--- config.mk ---
export PLATFORM = sky130hd
export DESIGN_NAME = log_arbiter
export DESIGN_NICKNAME = d
export VERILOG_FILES = /design/src/rtl/log_arbiter.sv
export SDC_FILE = /design/constraint.sdc
export NUM_CORES = 1
export LEC_CHECK = 0
export CAP_MARGIN = 25
export CORE_MARGIN = 1.5
export CORE_UTILIZATION = 42
export DETAILED_ROUTE_END_ITERATION = 8
export HOLD_SLACK_MARGIN = 0.06
export MAX_ROUTING_LAYER = met4
export PLACE_DENSITY = 0.84
export SYNTH_ARGS = -nofsm -noshare
export SYNTH_HDL_FRONTEND = slang
export SYNTH_SLANG_ARGS = --single-unit
--- constraint.sdc ---
create_clock -name CLK -period 3.2 [get_ports CLK]
set_input_delay 0.64 -clock CLK [delete_from_list [all_inputs] [get_ports CLK]]
set_output_delay 0.64 -clock CLK [all_outputs]
set_load 0.005 [all_outputs]
--- src/rtl/log_arbiter.sv ---
// Round-robin arbiter sharing one multi-cycle log datapath between two requesters.
// Holds the datapath operand stable for WAIT_CYC edges, then returns the result to the issuer.
module log_arbiter #(
    parameter int unsigned N_STAGE  = 2,
    parameter int unsigned WAIT_CYC = N_STAGE + 1
) (
    input  logic        CLK,
    input  logic        RST,
    input  logic        req0_valid,
    input  logic [15:0] req0_data,
    output logic        req0_ready,
    input  logic        req1_valid,
    input  logic [15:0] req1_data,
    output logic        req1_ready,
    output logic        resp0_valid,
    output logic        resp1_valid,
    output logic [15:0] resp_data,
    output logic [15:0] log_data,
    input  logic [15:0] log_result,
    output logic        busy
);

    localparam int unsigned CntW = $clog2(WAIT_CYC + 1);

    typedef enum logic [1:0] {StInit, StIdle, StWait} state_e;

    state_e          state_q, state_d;
    logic [CntW-1:0] cnt_q, cnt_d;
    logic            owner_q, owner_d;
    logic            last_grant_q, last_grant_d;
    logic [15:0]     log_data_q, log_data_d;
    logic [15:0]     resp_data_q, resp_data_d;
    logic            resp0_valid_q, resp0_valid_d;
    logic            resp1_valid_q, resp1_valid_d;
    logic            grant;
    logic            accept;

    // Contention goes to whoever was not served last.
    always_comb begin
        grant = 1'b0;
        case ({req1_valid, req0_valid})
            2'b01:   grant = 1'b0;
            2'b10:   grant = 1'b1;
            2'b11:   grant = ~last_grant_q;
            default: grant = 1'b0;
        endcase
    end

    always_ff @(posedge CLK) begin
        if (RST) begin
            state_q <= StInit;
        end else begin
            state_q <= state_d;
        end
    end

    always_comb begin
        state_d = state_q;
        case (state_q)
            StInit:  state_d = StIdle;
            StIdle:  if (accept) state_d = StWait;
            StWait:  if (cnt_q == '0) state_d = StIdle;
            default: state_d = StInit;
        endcase
    end

    always_comb begin
        req0_ready = !RST && (state_q == StIdle) && !grant && req0_valid;
        req1_ready = !RST && (state_q == StIdle) && grant && req1_valid;
        accept     = req0_ready || req1_ready;
        busy       = (state_q != StIdle);
    end

    always_comb begin
        cnt_d         = cnt_q;
        owner_d       = owner_q;
        last_grant_d  = last_grant_q;
        log_data_d    = log_data_q;
        resp_data_d   = resp_data_q;
        resp0_valid_d = 1'b0;
        resp1_valid_d = 1'b0;
        if (state_q == StIdle && accept) begin
            log_data_d   = grant ? req1_data : req0_data;
            owner_d      = grant;
            last_grant_d = grant;
            cnt_d        = CntW'(WAIT_CYC);
        end else if (state_q == StWait) begin
            if (cnt_q != '0) begin
                cnt_d = cnt_q - CntW'(1);
            end else begin
                resp_data_d   = log_result;
                resp0_valid_d = !owner_q;
                resp1_valid_d = owner_q;
            end
        end
    end

    always_ff @(posedge CLK) begin
        if (RST) begin
            cnt_q         <= '0;
            owner_q       <= 1'b0;
            last_grant_q  <= 1'b1;
            log_data_q    <= '0;
            resp_data_q   <= '0;
            resp0_valid_q <= 1'b0;
            resp1_valid_q <= 1'b0;
        end else begin
            cnt_q         <= cnt_d;
            owner_q       <= owner_d;
            last_grant_q  <= last_grant_d;
            log_data_q    <= log_data_d;
            resp_data_q   <= resp_data_d;
            resp0_valid_q <= resp0_valid_d;
            resp1_valid_q <= resp1_valid_d;
        end
    end

    assign log_data    = log_data_q;
    assign resp_data   = resp_data_q;
    assign resp0_valid = resp0_valid_q;
    assign resp1_valid = resp1_valid_q;

endmodule

==> load_flow_metrics.sql, run 1 <==
INSERT INTO impl_metrics (metric_group, metric, value, unit) VALUES
('routing', 'drtAntennaViolNets', '0', ''),
('setup_path', 'reg2reg_depth', '4', ''),
('timing', 'period_minus_slack', '2719', 'ps'),
('floorplanning', 'floorplan.rows', '23', ''),
('cts', 'clock_path_buffers', '2', ''),
('power', 'vdd_drop_max', '243.8', 'µV'),
('setup_path', 'cp.required', '2560', 'ps'),
('logic_synthesis', 'ys_top_cells_by_area', 'sky130_fd_sc_hd__dfxtp_1, sky130_fd_sc_hd__nand2_1, sky130_fd_sc_hd__a21oi_1, sky130_fd_sc_hd__a311oi_2, sky130_fd_sc_hd__a311oi_1', ''),
('routing', 'drt_pass1_iterations', '4', ''),
('timing', 'clock.fmax', '367.8', 'MHz'),
('place', 'place_hpwl', '3.019', 'mm'),
('floorplanning', 'start_util', '0.4342', ''),
('global_route', 'grt_overflow', '0', ''),
('routing', 'drc', '0', ''),
('logic_synthesis', 'synth_area', '1737', 'µm²'),
('cts', 'cts.repair_timing.setup_buffer_count', '0', ''),
('run_status', 'outcome', 'completed', ''),
('cts', 'htreeDepth', '2', ''),
('cts', 'post_cts_resize_count', '0', ''),
('setup_path', 'crit_path_cell_trace', 'clkdlybuf4s50_1 -> a21bo_2 -> nor3_1 -> clkdlybuf4s50_1', ''),
('global_route', 'antenna_found_initial', '0', ''),
('setup_path', 'crit_slowest_cell', 'sky130_fd_sc_hd__clkdlybuf4s50_1', ''),
('logic_synthesis', 'yosys.cell_count.top_type', 'sky130_fd_sc_hd__nand2_1', ''),
('min_path', 'min_path_type', 'register to register', ''),
('timing', 'final_hold_viol_count', '0', ''),
('global_route', 'grt_first_pass_wirelength', '6.720', 'mm'),
('routing', 'dr.first_iter.drc_count', '115', ''),
('place', 'numPortBuffers', '88', ''),
('logic_synthesis', 'yosysTopAreaCellShare', '0.4611', ''),
('timing', 'slew_violations', '0', ''),
('cts', 'postCtsHoldBufs', '0', ''),
('floorplanning', 'dieArea', '4530', 'µm²'),
('cts', 'clkSlewWorstSetupHoldPaths', '80', 'ps'),
('logic_synthesis', 'synth.yosys.warnings', '0', ''),
('floorplanning', 'die_y', '67.31', 'µm'),
('setup_path', 'worst_ep_arrival', '2080', 'ps'),
('logic_synthesis', 'synth_top_flop_cell', 'sky130_fd_sc_hd__dfxtp_1', ''),
('global_route', 'grt_pass1_vias', '1565', ''),
('setup_path', 'cp_common_cell', 'sky130_fd_sc_hd__clkdlybuf4s50_1', ''),
('logic_synthesis', 'syn_avg_cell_area', '8.597', 'µm²'),
('finish', 'areaGrowthSynthToFinish', '56.99', '%'),
('logic_synthesis', 'fraction_of_registers_with_async_set_reset', '0', ''),
('logic_synthesis', 'netlist.top_cell.by_area', 'sky130_fd_sc_hd__dfxtp_1', ''),
('global_route', 'grt_start_max_net_pins', '25', ''),
('floorplanning', 'design.portCount', '89', ''),
('logic_synthesis', 'synth-edff-count', '0', ''),
('place', 'place.detailed.instances', '326', ''),
('min_path', 'min_delay_path_depth', '2', ''),
('finish', 'non_filler_cells_in_the_finished_layout', '334', ''),
('finish', 'fill_cells', '342', ''),
('timing', 'timing_worst_slew_pin_value', '756.7', 'ps'),
('setup_path', 'critPathCaptureType', 'output port', ''),
('logic_synthesis', 'syn_nets', '255', ''),
('power', 'total_leakage_power', '0.0009734', 'µW'),
('timing', 'clock_skew', '4.433', 'ps'),
('setup_path', 'crit_fanout', '5', ''),
('cts', 'clk_latency', '290', 'ps'),
('cts', 'cts_tree', 'done', ''),
('logic_synthesis', 'post_synth_most_frequent_cells', 'sky130_fd_sc_hd__nand2_1, sky130_fd_sc_hd__dfxtp_1, sky130_fd_sc_hd__a21oi_1', ''),
('logic_synthesis', 'synth_cells', '202', ''),
('routing', 'wl', '4.212', 'mm'),
('timing', 'setup-tns-final', '0', 'ps'),
('timing', 'setup_viol', '0', ''),
('setup_path', 'worst_setup_path_start_kind', 'primary input', ''),
('floorplanning', 'placeableCoreArea', '4000', 'µm²'),
('timing', 'rsz0062_at_grt', 'no', ''),
('finish', 'final_stage_net_count', '336', ''),
('cts', 'clock-sinks', '40', ''),
('place', 'gp_weighted_congestion', '0.8152', ''),
('flow_run', 'max_cap_violations', '0', ''),
('routing', 'post_drt_via_cell_ratio', '5.081', '');
==> flip-flops by register name (all words and copies together), names as in the netlist <==
| register | count |
|---|---|
| state_q | 2 |
| resp0_valid | 1 |
| cnt_q | 2 |
| log_data | 16 |
| owner_q | 1 |
| resp_data | 16 |
| last_grant_q | 1 |
| resp1_valid | 1 |
==> placed cells by master, fill, tap and decap left out, types with 3 or more instances in the layout <==
cell / Yosys / final
sky130_fd_sc_hd__clkdlybuf4s50_1: 0 / 87
sky130_fd_sc_hd__a311oi_2: 10 / 10
sky130_fd_sc_hd__nand2_1: 65 / 65
sky130_fd_sc_hd__buf_4: 1 / 4
sky130_fd_sc_hd__clkbuf_8: 0 / 7
sky130_fd_sc_hd__dfxtp_1: 40 / 40
sky130_fd_sc_hd__inv_1: 3 / 3
sky130_fd_sc_hd__a21oi_1: 36 / 36
sky130_fd_sc_hd__a311oi_1: 6 / 6
==> cells by family (layout without fill, tap and decap cells) <==
kind of cell	Yosys count	after routing	share of synthesized area
simple gates	80	80	0.2017
xor+xnor	1	1	0.005044
flops	40	40	0.4611
buf+inv	21	103	0.06700
fa+ha+maj	1	1	0.007203
compound gates	58	58	0.2514
mux	1	1	0.006484
==> layout make-up <==
cell class              count  share of cell area
well taps                  50             0.02295
multi-input cells         141              0.3006
flip-flops and latches     40              0.2937
clock buffers               7             0.03534
repair buffers             92              0.3323
clock inverters             1             0.01101
inverters                   3            0.004130
==> routing by layer <==
metal	GRT usage	vias up	wire length, µm
li1	-	852	-
met1	0.2078	763	1713
met2	0.3564	75	1998
met3	0.06500	7	429
met4	0.09694	0	72
met5	-	-	0
==> final timing paths <==
| check | end | slack (ps) |
|---|---|---|
| max | req1_ready | 480 |
| min | resp_data[10] | 460 |
| max reg2reg | log_data[10] | 1260 |
| min reg2reg | resp_data[10] | 460 |
==> through the flow <==
stage | hold WS [ps] | area, µm² | util | worst slack, ps | total power (µW)
final | 455.7 | 2726 | 0.6816 | 480.8 | 1194
after global routing | 474.6 | 2726 | 0.6816 | 424.2 | 1252
after CTS | 458.9 | 2726 | 0.6816 | 461.9 | 1207
after detailed placement | 448.2 | 2600 | 0.6500 | 466.3 | 763.3
after global placement | 435.7 | 2600 | 0.6500 | 474.8 | 758.8
after floorplan | 417.5 | 1737 | - | 1223 | 646.9
==> where the power goes <==
part	leakage [µW]	switching, µW	internal (µW)
sequential	0.000326	14.4	522
clock	0.0000645	169	275
combinational	0.000583	86.4	128
total	0.000973	270	925
==> critical path: cells and delay by family <==
kind / cells / cell delay, ps
buffers and inverters: 2 / 1030
and+or+nand+nor: 1 / 130
AOI/OAI and AO/OA: 1 / 280
Power figures use the tool's default switching activity.
==> run 2, diff against run 1 <==
- CORE_UTILIZATION: 42 -> 39
- PLACE_DENSITY: 0.84 -> 0.79
- clock period: 3.2 -> 2.8 ns (I/O delays scaled with it)
==> run 2 against run 1 <==
  * Clock power increased by 4.5%
  * Power grew 11%
  * Register-to-register slack lost 430 ps
  * Clock-buffer cell count decreased by 2
  * Routed wire length increased by 1.5%
  * Cell count up 1.2%
  * Hold slack got worse by 2.8 ps
  * Sequential share of layout area about the same
  * Global-route usage shrank 1.5 points
  * Utilization is 5.0 points lower
  * Combinational power up 14%
  * Critical path type unchanged
  * Critical endpoint unchanged
  * Largest cell class unchanged
  * Highest routed layer unchanged
==> load_flow_metrics.sql, run 2 (synthesis results as in run 1) <==
INSERT INTO impl_metrics (metric_group, metric, value, unit) VALUES
('floorplanning', 'floorplan.rows', '24', ''),
('finish', 'register_area', '800.8', 'µm²'),
('power', 'share_clk_of_total_power', '0.351', ''),
('floorplanning', 'die_y', '69.73', 'µm'),
('global_route', 'grt_pass1_vias', '1597', ''),
('timing', 'rsz0062_at_grt', 'no', ''),
('floorplanning', 'placeableCoreArea', '4324', 'µm²'),
('floorplanning', 'dieArea', '4862', 'µm²'),
('finish', 'finished_cell_area', '2729', 'µm²'),
('finish', 'areaGrowthSynthToFinish', '57.13', '%'),
('floorplanning', 'horiz_die_dim', '69.73', 'µm'),
('setup_path', 'reg2reg_depth', '4', ''),
('power', 'share_comb_of_total_power', '0.185', ''),
('timing', 'final_hold_viol_count', '0', ''),
('setup_path', 'worst_setup_path_start_kind', 'primary input', ''),
('timing', 'timing_worst_slew_pin_value', '754.9', 'ps'),
('cts', 'post_cts_resize_count', '0', ''),
('routing', 'drt_pass1_iterations', '4', ''),
('setup_path', 'timing.setup.critical_path_class', 'primary input to output port', ''),
('timing', 'final_min_period_over_clock_period', '0.9018', ''),
('power', 'net-switching-power', '314.6', 'µW'),
('place', 'place_hpwl', '3.033', 'mm'),
('global_route', 'antenna_found_initial', '0', ''),
('routing', 'drc', '0', ''),
('global_route', 'grt_overflow', '0', ''),
('power', 'internal_power', '1007', 'µW'),
('global_route', 'groute.usage.overall', '0.1897', ''),
('routing', 'wire_length_per_cell', '12.65', 'µm'),
('routing', 'num_vias', '1648', ''),
('setup_path', 'crit_fanout', '4', ''),
('finish', 'final_stage_net_count', '338', ''),
('cts', 'clock-sinks', '40', ''),
('finish', 'insertedDiodeCount', '0', ''),
('global_route', 'grt_first_pass_wirelength', '7.141', 'mm'),
('finish', 'layout-drive-gt1-share', '0.1049', ''),
('cts', 'cts.repair_timing.setup_buffer_count', '0', ''),
('cts', 'cts-buffers-inserted', '5', ''),
('power', 'power-per-cell-area', '484.4', 'nW/µm²'),
('floorplanning', 'design.portCount', '89', ''),
('finish', 'mostFrequentLayoutCell', 'sky130_fd_sc_hd__clkdlybuf4s50_1', ''),
('cts', 'cts_tree', 'done', ''),
('routing', 'drtAntennaViolNets', '0', ''),
('setup_path', 'critPathCaptureType', 'output port', ''),
('setup_path', 'cp.required', '2240', 'ps'),
('power', 'post-layout-total-power', '1322', 'µW'),
('place', 'numPortBuffers', '88', ''),
('setup_path', 'worst_ep_arrival', '1960', 'ps'),
('cts', 'clkSlewWorstSetupHoldPaths', '80', 'ps'),
('cts', 'htreeDepth', '2', ''),
('power', 'vdd_drop_max', '294.2', 'µV'),
('min_path', 'min_delay_path_depth', '2', ''),
('timing', 'clock_skew', '5.572', 'ps'),
('timing', 'slew_violations', '0', ''),
('finish', 'multiInputGateArea', '819.5', 'µm²'),
('timing', 'period_minus_slack', '2525', 'ps'),
('min_path', 'min_path_type', 'register to register', ''),
('place', 'post_dp_area', '2618', 'µm²'),
('timing', 'timing.hold.ws', '453.0', 'ps'),
('cts', 'postCtsHoldBufs', '0', ''),
('cts', 'clock_path_buffers', '2', ''),
('finish', 'final_cell_mix', 'sky130_fd_sc_hd__clkdlybuf4s50_1, sky130_fd_sc_hd__nand2_1, sky130_fd_sc_hd__dfxtp_1, sky130_fd_sc_hd__a21oi_1, sky130_fd_sc_hd__a311oi_2', ''),
('global_route', 'grt_start_max_net_pins', '27', ''),
('setup_path', 'r2r_slack', '830', 'ps'),
('floorplanning', 'start_util', '0.4016', ''),
('timing', 'fin_ws', '275.1', 'ps'),
('timing', 'clock.fmax', '396.1', 'MHz'),
('flow_run', 'max_cap_violations', '0', ''),
('power', 'total_leakage_power', '0.0009727', 'µW'),
('power', 'pwr-share-seq', '0.464', ''),
('place', 'gp_weighted_congestion', '0.8010', ''),
('timing', 'setup-tns-final', '0', 'ps'),
('timing', 'setup_viol', '0', ''),
('timing', 'worst_slew_margin_rel', '0.4968', ''),
('routing', 'post_drt_via_cell_ratio', '4.876', ''),
('place', 'dp_worst_setup_slack', '268.1', 'ps'),
('cts', 'clk_latency', '290', 'ps'),
('cts', 'clk_root_buffer_cell', 'sky130_fd_sc_hd__clkbuf_8', ''),
('run_status', 'outcome', 'completed', ''),
('routing', 'wl', '4.275', 'mm'),
('routing', 'dr.first_iter.drc_count', '67', ''),
('finish', 'fill_cells', '391', ''),
('power', 'switching_share', '0.2380', '');
## run 2: final cells by class
type | instances | share of cell area
repair buffers | 94 | 0.3375
flip-flops and latches | 40 | 0.2934
well taps | 52 | 0.02384
clock buffers | 5 | 0.02522
multi-input cells | 141 | 0.3003
inverters | 3 | 0.004127
clock inverters | 3 | 0.01559
## run 2: critical path, stage by stage
cell and delay, ps:
sky130_fd_sc_hd__clkdlybuf4s50_1 500, sky130_fd_sc_hd__a21bo_2 240, sky130_fd_sc_hd__nor3_1 120, sky130_fd_sc_hd__clkdlybuf4s50_1 540
## run 2: worst paths after layout
check,from,to
setup / recovery,req1_valid,req1_ready
hold / removal,resp_data[5],resp_data[5]
setup reg to reg,state_q[0],log_data[1]
hold reg to reg,resp_data[5],resp_data[5]
## run 2: power groups by stage
stage	sequential, µW	combinational (µW)	clock [µW]
after global placement	625	244	0
after global routing	618	269	511
after CTS	613	249	478
final	613	245	464
after detailed placement	626	248	0
after floorplan	625	114	0
## run 2: per-layer routing
| metal | share of wire | vias to the layer above | track usage |
|---|---|---|---|
| met1 | 0.43 | 730 | 0.2214 |
| li1 | - | 857 | - |
| met4 | 0.013 | 0 | 0.06624 |
| met5 | 0 | - | - |
| met3 | 0.074 | 4 | 0.06395 |
| met2 | 0.49 | 57 | 0.3066 |
## run 2: through the flow
step	util	cells
2_1_floorplan	-	202
3_3_place_gp	0.6053	330
3_5_place_dp	0.6053	330
4_1_cts	0.6311	338
5_1_grt	0.6311	338
6_report	0.6311	338
==> run 3, diff against run 2 <==
- HOLD_SLACK_MARGIN: 0.06 -> 0.05
==> results of run 3 <==
Final layout, timing and power as in run 2 (identical DEF).
